### config.mk
export PLATFORM = sky130hd
export DESIGN_NAME = mem_writeback_flat
export DESIGN_NICKNAME = d
export VERILOG_FILES = /design/src/rtl/mem_writeback_if.sv /design/src/rtl/mem_writeback.sv /design/src/flat_wrapper.sv
export SDC_FILE = /design/constraint.sdc
export NUM_CORES = 1
export LEC_CHECK = 0
export CAP_MARGIN = 20
export CORE_MARGIN = 5
export CORE_UTILIZATION = 38
export CTS_BUF_LIST = sky130_fd_sc_hd__clkbuf_16
export CTS_CLUSTER_DIAMETER = 50
export DETAILED_ROUTE_END_ITERATION = 10
export HOLD_SLACK_MARGIN = 0.06
export PLACE_DENSITY = 0.72
export SYNTH_ARGS = -nofsm -noshare
export SYNTH_HDL_FRONTEND = slang
export SYNTH_SLANG_ARGS = --single-unit
### constraint.sdc
create_clock -name clk -period 3.4 [get_ports clk]
set_input_delay 1.02 -clock clk [delete_from_list [all_inputs] [get_ports clk]]
set_output_delay 1.02 -clock clk [all_outputs]
set_load 0.05 [all_outputs]
### src/rtl/mem_writeback_if.sv
// rtl/mem_writeback_if.sv - execute/RAM/register-file bundle for the c16 memory/writeback stage
interface mem_writeback_if #(
  parameter int DATA_W = 16
);
  logic              ex_valid;
  logic              ex_ready;
  logic [1:0]        ex_kind;
  logic [2:0]        ex_dest;
  logic [DATA_W-1:0] ex_value;
  logic [DATA_W-1:0] ex_store_data;
  logic              flush;
  logic [DATA_W-1:0] mem_addr;
  logic [DATA_W-1:0] mem_wdata;
  logic              mem_wren;
  logic              mem_rden;
  logic [DATA_W-1:0] mem_rdata;
  logic              wb_enable;
  logic [2:0]        wb_dest;
  logic [DATA_W-1:0] wb_value;
  logic              busy;

  modport master (
    output ex_valid, ex_kind, ex_dest, ex_value, ex_store_data, flush, mem_rdata,
    input  ex_ready, mem_addr, mem_wdata, mem_wren, mem_rden, wb_enable, wb_dest, wb_value, busy
  );

  modport slave (
    input  ex_valid, ex_kind, ex_dest, ex_value, ex_store_data, flush, mem_rdata,
    output ex_ready, mem_addr, mem_wdata, mem_wren, mem_rden, wb_enable, wb_dest, wb_value, busy
  );
endinterface

### src/rtl/mem_writeback.sv
// rtl/mem_writeback.sv - c16 memory/writeback stage; drives RAM port b and the register-file write
module mem_writeback #(
  parameter int DATA_W      = 16,
  parameter int MEM_LATENCY = 1
) (
  input logic            clk,
  input logic            CPU_RESET_n,
  mem_writeback_if.slave bus
);
  localparam logic [1:0] KIND_ALU = 2'd0;
  localparam logic [1:0] KIND_LD  = 2'd1;
  localparam logic [1:0] KIND_ST  = 2'd2;
  localparam logic [2:0] DEST_R7  = 3'd7;

  typedef enum logic {IDLE, LD_WAIT} state_t;

  state_t     state;
  logic [2:0] cnt;
  logic [2:0] ld_dest;

  // Execute only stalls during a load; reset also holds it off.
  assign bus.ex_ready = (state == IDLE) && CPU_RESET_n;
  assign bus.busy     = (state != IDLE);

  always_ff @(posedge clk or negedge CPU_RESET_n) begin
    if (!CPU_RESET_n) begin
      state         <= IDLE;
      cnt           <= 3'd0;
      ld_dest       <= 3'd0;
      bus.mem_addr  <= '0;
      bus.mem_wdata <= '0;
      bus.mem_wren  <= 1'b0;
      bus.mem_rden  <= 1'b0;
      bus.wb_enable <= 1'b0;
      bus.wb_dest   <= 3'd0;
      bus.wb_value  <= '0;
    end else begin
      bus.wb_enable <= 1'b0;
      bus.mem_wren  <= 1'b0;
      case (state)
        IDLE: begin
          if (bus.ex_valid) begin
            case (bus.ex_kind)
              KIND_ALU: begin
                bus.wb_enable <= (bus.ex_dest != DEST_R7);
                bus.wb_dest   <= bus.ex_dest;
                bus.wb_value  <= bus.ex_value;
              end
              KIND_ST: begin
                bus.mem_addr  <= bus.ex_value;
                bus.mem_wdata <= bus.ex_store_data;
                bus.mem_wren  <= 1'b1;
              end
              KIND_LD: begin
                bus.mem_addr <= bus.ex_value;
                bus.mem_rden <= 1'b1;
                ld_dest      <= bus.ex_dest;
                cnt          <= 3'(MEM_LATENCY);
                state        <= LD_WAIT;
              end
              default: ;
            endcase
          end
        end
        LD_WAIT: begin
          // Flush beats a load that would complete on this same edge.
          if (bus.flush) begin
            bus.mem_rden <= 1'b0;
            state        <= IDLE;
          end else if (cnt != 3'd0) begin
            cnt <= cnt - 3'd1;
          end else begin
            bus.wb_value  <= bus.mem_rdata;
            bus.wb_dest   <= ld_dest;
            bus.wb_enable <= (ld_dest != DEST_R7);
            bus.mem_rden  <= 1'b0;
            state         <= IDLE;
          end
        end
        default: state <= IDLE;
      endcase
    end
  end
endmodule

### src/flat_wrapper.sv
// flat-port wrapper written by rule: the top's interface ports become plain ports
module mem_writeback_flat 
#(
  parameter int DATA_W      = 16,
  parameter int MEM_LATENCY = 1
)
  (clk, CPU_RESET_n, bus_ex_valid, bus_ex_kind, bus_ex_dest, bus_ex_value, bus_ex_store_data, bus_flush, bus_mem_rdata, bus_ex_ready, bus_mem_addr, bus_mem_wdata, bus_mem_wren, bus_mem_rden, bus_wb_enable, bus_wb_dest, bus_wb_value, bus_busy);
  mem_writeback_if #(.DATA_W(DATA_W)) bus_i ();
  input logic clk;
  input logic CPU_RESET_n;
  input wire logic [$bits(bus_i.ex_valid)-1:0] bus_ex_valid;
  input wire logic [$bits(bus_i.ex_kind)-1:0] bus_ex_kind;
  input wire logic [$bits(bus_i.ex_dest)-1:0] bus_ex_dest;
  input wire logic [$bits(bus_i.ex_value)-1:0] bus_ex_value;
  input wire logic [$bits(bus_i.ex_store_data)-1:0] bus_ex_store_data;
  input wire logic [$bits(bus_i.flush)-1:0] bus_flush;
  input wire logic [$bits(bus_i.mem_rdata)-1:0] bus_mem_rdata;
  output wire logic [$bits(bus_i.ex_ready)-1:0] bus_ex_ready;
  output wire logic [$bits(bus_i.mem_addr)-1:0] bus_mem_addr;
  output wire logic [$bits(bus_i.mem_wdata)-1:0] bus_mem_wdata;
  output wire logic [$bits(bus_i.mem_wren)-1:0] bus_mem_wren;
  output wire logic [$bits(bus_i.mem_rden)-1:0] bus_mem_rden;
  output wire logic [$bits(bus_i.wb_enable)-1:0] bus_wb_enable;
  output wire logic [$bits(bus_i.wb_dest)-1:0] bus_wb_dest;
  output wire logic [$bits(bus_i.wb_value)-1:0] bus_wb_value;
  output wire logic [$bits(bus_i.busy)-1:0] bus_busy;
  assign bus_i.ex_valid = bus_ex_valid;
  assign bus_i.ex_kind = bus_ex_kind;
  assign bus_i.ex_dest = bus_ex_dest;
  assign bus_i.ex_value = bus_ex_value;
  assign bus_i.ex_store_data = bus_ex_store_data;
  assign bus_i.flush = bus_flush;
  assign bus_i.mem_rdata = bus_mem_rdata;
  assign bus_ex_ready = bus_i.ex_ready;
  assign bus_mem_addr = bus_i.mem_addr;
  assign bus_mem_wdata = bus_i.mem_wdata;
  assign bus_mem_wren = bus_i.mem_wren;
  assign bus_mem_rden = bus_i.mem_rden;
  assign bus_wb_enable = bus_i.wb_enable;
  assign bus_wb_dest = bus_i.wb_dest;
  assign bus_wb_value = bus_i.wb_value;
  assign bus_busy = bus_i.busy;
  mem_writeback #(.DATA_W(DATA_W), .MEM_LATENCY(MEM_LATENCY)) u_core (.clk(clk), .CPU_RESET_n(CPU_RESET_n), .bus(bus_i));
endmodule
==> flow_summary.json <==
{
  "n_antenna_cell": 0,
  "ir_worst_vdd_v": 0.000427,
  "ant_nets": 0,
  "die_height_um": 94.8,
  "path_cells": "clkdlybuf4s50_1",
  "dp_slack_ns": 0.656,
  "io_buffers": 112,
  "antenna_found_initial": 0,
  "r2r_cells": 6,
  "grt_pass1_wl_mm": 9.96,
  "rsz0062_at_grt": "no",
  "die_area_mm2": 0.00898,
  "start_util_pct": 38.3,
  "num_vias": 1875,
  "area_growth_pct": 54.7,
  "final_util_pct": 59.2,
  "die_x_um": 94.8,
  "synthCells": 176,
  "worst-path-buf-inv": 1,
  "max_stage_delay_ns": 0.83,
  "async_flop_share_pct": 100,
  "place_congestion": 0.674,
  "wirelength_mm": 6.30,
  "cts-root-buf": "clkbuf_16",
  "ctsLongestPathBuffers": 2,
  "synth-seq-cells": 61,
  "fin_tns_setup_ns": 0,
  "instances_no_fill": 397,
  "critPathSlowestCell": "clkdlybuf4s50_1",
  "ys_seq_area_share_pct": 55.9,
  "cp-end-kind": "output pin",
  "setup_violations": 0,
  "layout_common_cells": "clkdlybuf4s50_1 (110), mux2_2 (63), dfrtp_1 (61)",
  "max-slew-margin-rel_pct": 48.0,
  "worstHoldStart": "u_core.cnt[2]",
  "coreArea_mm2": 0.00714,
  "tightest_slew_ns": 0.780,
  "layout-drive-gt1-share_pct": 31.9,
  "synth_ff_type": "dfrtp_1",
  "required_ns": 2.38,
  "leakagePower_nw": 1.79,
  "viasPerCell": 4.72,
  "drt_iter0_markers": 23,
  "worstSetupPathType": "reg -> out",
  "grt_pass1_vias": 2069,
  "track_usage_pct": 14.6,
  "setup_ws_ns": 0.885,
  "r2r-start": "u_core.cnt[0]",
  "rows": 31,
  "worstReg2RegEnd": "u_core.bus.wb_dest[0]",
  "crit_cells": 1,
  "clkLatencyLatePin_ns": 0.32,
  "finClkSkew_ns": 0.00323,
  "arrival_ns": 1.49,
  "mostFrequentLayoutCell": "clkdlybuf4s50_1",
  "dr.pass1.iters": 4,
  "drv_cap": 0,
  "grt_max_degree": 62,
  "post-cts-setup-buffers": 0,
  "cts_resized": 0,
  "worstHoldPathType": "reg -> reg",
  "layout.nets": 357,
  "run_status": "finished, final reports clean",
  "route.detailed.drc": 0,
  "clkTransAtPathRegs_ns": 0.05,
  "yosys_warnings": 0,
  "nFillCells": 603,
  "cts_made_buffers": 9,
  "cts_sinks": 61,
  "hold-path-endpoint": "u_core.cnt[2]",
  "maxSlewViolCount": 0,
  "grt_overflow": 0,
  "synth-edff-count": 0,
  "synth_area_mm2": 0.00273,
  "place_hpwl_mm": 4.45,
  "htreeDepth": 3,
  "worstHoldPathCells": 1,
  "tritoncts": "done",
  "cp_max_fo": 2,
  "syn-num-nets": 239,
  "place_inst": 382,
  "fin_hold_ws_ns": 0.490,
  "ios": 113,
  "avgSynthCellArea_um2": 15.5,
  "fin_crit_ns": 2.51,
  "cp-startpoint": "u_core.bus.wb_value[0]",
  "rrSetupSlack_ns": 1.31,
  "power.density_mw_per_mm2": 905,
  "wire_per_inst_um": 15.9,
  "hold_viol": 0,
  "start_kind": "flop",
  "fin_crit_sh_pct": 74.0,
  "fmax_mhz": 398,
  "cpLargestDelayFamily": "buffers and inverters",
  "cts_hold_buf": 0,
  "ys_types": 20
}
==> state kept, by name (all words and copies together), names as in the netlist, 3 cells and up <==
signal,count
u_core.bus.mem_addr,16
u_core.bus.mem_wdata,16
u_core.bus.wb_value,16
u_core.bus.wb_dest,3
u_core.cnt,3
u_core.ld_dest,3
==> synth_stat cells (3+ instances only) <==
cell type | number | area [um^2]
inv_1 | 6 | 22.5
nor2_1 | 3 | 11.3
nand2_1 | 5 | 18.8
mux2_2 | 63 | 709
buf_6 | 4 | 45.0
ha_1 | 6 | 75.1
dfrtp_1 | 61 | 1530
mux2_4 | 10 | 150
==> how the worst max path moves through the flow <==
stage | end | slack (ns)
after floorplan | bus_ex_ready | 0.65
after CTS | bus_wb_value[6] | 0.87
after global placement | u_core.bus.wb_value[4] | 0.71
after detailed placement | u_core.bus.wb_value[1] | 0.66
after global routing | bus_wb_value[0] | 0.83
final | bus_wb_value[0] | 0.89
==> cell type report <==
| cell class | instances | area [um^2] | share of cell area (%) |
|---|---|---|---|
| sequential | 61 | 1530 | 36.1 |
| timing repair buffer | 114 | 1140 | 27.0 |
| multi-input combinational | 102 | 1110 | 26.2 |
| clock buffer | 9 | 225 | 5.33 |
| tap | 99 | 124 | 2.93 |
| clock inverter | 6 | 78.8 | 1.87 |
| inverter | 6 | 22.5 | 0.533 |
==> per-stage QoR <==
step / instance area (um^2) / total power, mW
floorplan: 2730 / 2.29
finish: 4220 / 3.82
CTS: 4220 / 3.87
global placement: 3920 / 2.90
global route: 4220 / 4.00
detailed placement: 3920 / 2.92
==> layer usage <==
layer | vias to the layer above | wire length (um) | track usage, %
met5 | - | 0 | 0
met4 | 0 | 93 | 6.13
met3 | 8 | 814 | 7.89
met2 | 88 | 2800 | 21.8
met1 | 920 | 2600 | 17.6
li1 | 859 | - | -
==> cell families after synthesis <==
logic type                 synth area share, %
muxes                                     31.9
and+or+nand+nor                           3.53
buffers and inverters                     3.57
adders and majority gates                 2.75
AOI/OAI and AO/OA                         2.38
DFF                                       55.9
==> power by group <==
group	switching, mW	internal [mW]	total [mW]
combinational	1.10	0.702	1.80
clock	0.301	0.630	0.930
sequential	0.124	0.972	1.10
(Power assumes the default switching activity.)
==> patch 1 (same settings) <==
`DATA_W` is set to 16 in 3 places; all go to 32.
--- a/src/rtl/mem_writeback_if.sv
+++ b/src/rtl/mem_writeback_if.sv
@@ -2,3 +2,3 @@
 interface mem_writeback_if #(
-  parameter int DATA_W = 16
+  parameter int DATA_W = 32
 );
--- a/src/rtl/mem_writeback.sv
+++ b/src/rtl/mem_writeback.sv
@@ -2,3 +2,3 @@
 module mem_writeback #(
-  parameter int DATA_W      = 16,
+  parameter int DATA_W      = 32,
   parameter int MEM_LATENCY = 1
--- a/src/flat_wrapper.sv
+++ b/src/flat_wrapper.sv
@@ -3,3 +3,3 @@
 #(
-  parameter int DATA_W      = 16,
+  parameter int DATA_W      = 32,
   parameter int MEM_LATENCY = 1
Interface: changed (6 resized); port bits go from 113 to 209. No check against the original RTL was run, so the function may have changed too.
==> patch 1 against the unedited design <==
Area after synthesis up 81%. Worst setup slack lost 120 ps. Routed wire length is 94% higher. Largest power group unchanged. Cell count up 72%. Cell area up 77%. Sequential cell count increased by 48. Die area up 71%. Power rose by 70%.
==> patch 1: results (changes against the unedited design) <==
* Crit Reg-Reg Endpoint: u_core.bus.mem_addr[29]
* Number of distinct library cells after synthesis at 22 (+10%)
* Status: complete, no violations
* Dominant cells by area after synthesis: sky130_fd_sc_hd__dfrtp_1 55%, sky130_fd_sc_hd__mux2_4 22%, sky130_fd_sc_hd__mux2_2 15%, sky130_fd_sc_hd__buf_6 2.7%, sky130_fd_sc_hd__ha_1 1.5%
* Skew-Pair Late Insertion Delay at 350 ps (+30 ps)
* Fraction of met2 tracks used by global routing at 0.267 (+0.0495)
* Peak ir drop on the vdd network at 0.000361 V (-15%)
* Critical Path Slowest Stage Cell: sky130_fd_sc_hd__buf_4
* FF-to-FF path depth at 5 (-1)
* Overall routing resource usage at 0.158 (+0.0116)
* Post-Syn Nets at 407 (+70%)
* Global Route met1 Usage at 0.188 (+0.0116)
* Detail Route met3 WL at 1150 µm (+41%)
* Actual slew at the worst max-slew pin at 701 ps (-78.9 ps)
* Cell count after placement at 667 (+75%)
* Clock-pin slew of the registers on the worst-case setup and hold paths at 70 ps (+20 ps)
* Number of global-route vias before repair at 3,590 (+74%)
* Seq/Total Area, Yosys at 0.552 (-0.00680)
* Post-synthesis mux area share at 0.368 (+0.0499)
* Pin count of the biggest net entering global routing at 56 (-9.7%)
* Net count of the finished layout at 617 (+73%)
* Setup slack on the worst flop-to-flop path at 1260 ps (-50 ps)
* Top post-synthesis cells by count: 109 x sky130_fd_sc_hd__dfrtp_1, 71 x sky130_fd_sc_hd__mux2_4, 66 x sky130_fd_sc_hd__mux2_2, 12 x sky130_fd_sc_hd__buf_6
* Maximum fanout count along the critical path at 42 (+40)
* Drt first-iter violations at 90 (+290%)
* Final HPWL from detailed placement at 9110 µm (+100%)
* Adder-cell share of the synthesized area at 0.0152 (-0.0123)
* Number of fillers in the final layout at 1,043 (+73%)
* Routed length per placed instance at 17.9 µm (+13%)
* Worst EP arrival at 1620 ps (+130 ps)
* Detailed-routed wire length on met2 at 6020 µm (+120%)
-- patch 1: cell types whose count changed after synthesis, sizes merged --
cell / before / now
nand3b: 0 / 1
mux2: 73 / 137
nand3: 2 / 1
o2bb2ai: 3 / 2
nor2: 3 / 2
o21ai: 0 / 1
buf: 7 / 15
a31o: 0 / 1
a31oi: 0 / 1
dfrtp: 61 / 109
a32o: 1 / 0
-- patch 1: power breakdown --
group	switching, W	internal [W]	total, W
registers	0.000241	0.00174	0.00198
clock network	0.000471	0.000643	0.00111
logic	0.00203	0.00135	0.00339
-- patch 1: per-stage QoR --
stage | area (µm²) | total power [W] | worst slack [ps] | util
finish | 7470 | 0.00648 | 761 | 0.590
global route | 7470 | 0.00674 | 664 | 0.590
CTS | 7470 | 0.00656 | 721 | 0.590
detailed placement | 7160 | 0.00542 | 447 | 0.565
global placement | 7160 | 0.00537 | 493 | 0.565
floorplan | 4940 | 0.00421 | 640 | -
-- patch 1: how the worst max path moves through the flow --
| stage | cells after the start | from | end |
|---|---|---|---|
| floorplan | 4 | u_core.bus.busy | bus_ex_ready |
| global placement | 6 | bus_ex_kind[0] | u_core.bus.mem_addr[27] |
| detailed placement | 6 | bus_ex_kind[0] | u_core.bus.mem_addr[19] |
| CTS | 3 | u_core.bus.busy | bus_ex_ready |
| global route | 3 | u_core.bus.busy | bus_ex_ready |
| finish | 3 | u_core.bus.busy | bus_ex_ready |
-- patch 1: area by class of cell --
cell class / count / share of cell area
multi-input cells: 166 / 0.273
clock buffers: 9 / 0.0301
repair buffers: 214 / 0.287
well taps: 172 / 0.0288
flip-flops and latches: 109 / 0.365
inverters: 6 / 0.00301
clock inverters: 7 / 0.0122
==> patch 2 (same flow settings) <==
Made on the original files. Make the reset (`CPU_RESET_n`) synchronous in one clocked block.
--- a/src/rtl/mem_writeback.sv
+++ b/src/rtl/mem_writeback.sv
@@ -24,3 +24,3 @@
 
-  always_ff @(posedge clk or negedge CPU_RESET_n) begin
+  always_ff @(posedge clk) begin
     if (!CPU_RESET_n) begin
Behaviour: differs if CPU_RESET_n is asserted again (counterexample within 4 cycles, from zero or initial values and one cycle with CPU_RESET_n low); with CPU_RESET_n held inactive, the same outputs for 10 cycles.
==> patch 2 against the unedited design <==
Sequential cell count unchanged. Worst setup slack worse by 430 ps. Clock skew is 5.5 ps higher. Area after synthesis is 7.6% lower. Hold slack worse by 40 ps. Cell count rose by 19%. Routed wire length rose by 17%. Cell area decreased by 5.7%. Largest cell class unchanged.
Power is not compared: it rests on default switching activity, and its combinational part moved more than twofold at a synthesized area within 25%.
==> patch 2: results (changes against the unedited design) <==
* Post-Synthesis Mean Instance Area at 8.98 µm² (-42%)
* Worst reg2reg path startpoint: u_core.bus.busy
* Number of cells on the worst hold path at 2 (+1)
* Final HPWL from detailed placement at 5220 µm (+17%)
* Overall routing resource usage at 0.179 (+0.0323)
* Cell count after placement at 455 (+19%)
* Share of final layout cell area taken by non-clock buffers at 0.296 (+0.0262)
* Layout clock area frac at 0.0732 (+0.00118)
* Fraction of met2 tracks used by global routing at 0.276 (+0.0578)
* Post-synthesis mux area share at 0.0873 (-0.231)
* Global Route met1 Usage at 0.223 (+0.0469)
* Number of distinct library cells after synthesis at 28 (+40%)
* Adder-cell share of the synthesized area at 0.0248 (-0.00270)
* Actual slew at the worst max-slew pin at 687 ps (-93.5 ps)
* Fraction of layout instances using a drive strength above 1 at 0.0635 (-0.255)
* Worst EP arrival at 1930 ps (+440 ps)
* Critical path start-end classification: in -> out
* Setup slack on the worst flop-to-flop path at 1260 ps (-50 ps)
* Multi-In Gates at 192 (+88%)
* Destination of the critical timing path: bus_ex_ready
* Hold EP: u_core.bus.mem_wdata[1]
* Synthesized cell area at 2520 µm² (-7.6%)
* Drt first-iter violations at 69 (+200%)
* Detail Route met3 WL at 588 µm (-28%)
* FFs w/ async S/R, synth at 0 (-1.00)
* Final period utilization at 0.867 (+0.128)
* Buffers excl. clock at 119 (+4.4%)
* Avg Vias per Cell at 5.06 (+7.0%)
* Met1 layer wirelength in the final routing at 3270 µm (+26%)
* Seq/Total Area, Yosys at 0.484 (-0.0750)
* Fraction of met3 tracks used by global routing at 0.0727 (-0.00616)
* Stage delay of the slowest cell on the critical path at 490 ps (-340 ps)
* Top post-synthesis cells by count: 66 x sky130_fd_sc_hd__nand2_1, 61 x sky130_fd_sc_hd__dfxtp_1, 33 x sky130_fd_sc_hd__a21oi_1, 22 x sky130_fd_sc_hd__mux2i_1
* Status: complete, no violations
* Hold Path Origin: u_core.bus.mem_wdata[1]
* WHS at 450 ps (-40.2 ps)
* Most instantiated flip-flop cell in the synthesis netlist: sky130_fd_sc_hd__dfxtp_1
* Worst slack after detailed placement at 453 ps (-203 ps)
* Routed length per placed instance at 15.7 µm (-1.2%)
* Placed cell areas at 3690 µm² (-5.8%)
* Net count of the finished layout at 451 (+26%)
* Detailed Routing Iterations Pass 1 at 6 (+2)
* Detailed-routed wire length on met2 at 3410 µm (+22%)
* Weighted congestion reported at the end of routability-driven placement at 0.749 (+11%)
* Crit Reg-Reg Endpoint: u_core.bus.wb_dest[0]
* Dominant cells by area after synthesis: sky130_fd_sc_hd__dfxtp_1 48%, sky130_fd_sc_hd__nand2_1 9.8%, sky130_fd_sc_hd__mux2i_1 8.7%, sky130_fd_sc_hd__o211a_1 7.5%, sky130_fd_sc_hd__a21oi_1 6.5%
* Launching element of the worst setup path: CPU_RESET_n
==> patch 2: cell count changes in the layout (fill, tap and decap cells not counted), moves of 5 or more <==
| cell | unedited run | this run |
|---|---|---|
| sky130_fd_sc_hd__a21oi_1 | 2 | 33 |
| sky130_fd_sc_hd__buf_4 | 2 | 8 |
| sky130_fd_sc_hd__dfrtp_1 | 61 | 0 |
| sky130_fd_sc_hd__dfxtp_1 | 0 | 61 |
| sky130_fd_sc_hd__mux2_2 | 63 | 0 |
| sky130_fd_sc_hd__mux2_4 | 10 | 0 |
| sky130_fd_sc_hd__mux2i_1 | 1 | 22 |
| sky130_fd_sc_hd__nand2_1 | 5 | 66 |
| sky130_fd_sc_hd__nand3b_1 | 0 | 5 |
| sky130_fd_sc_hd__o211a_1 | 0 | 19 |
| sky130_fd_sc_hd__o21ai_0 | 0 | 19 |
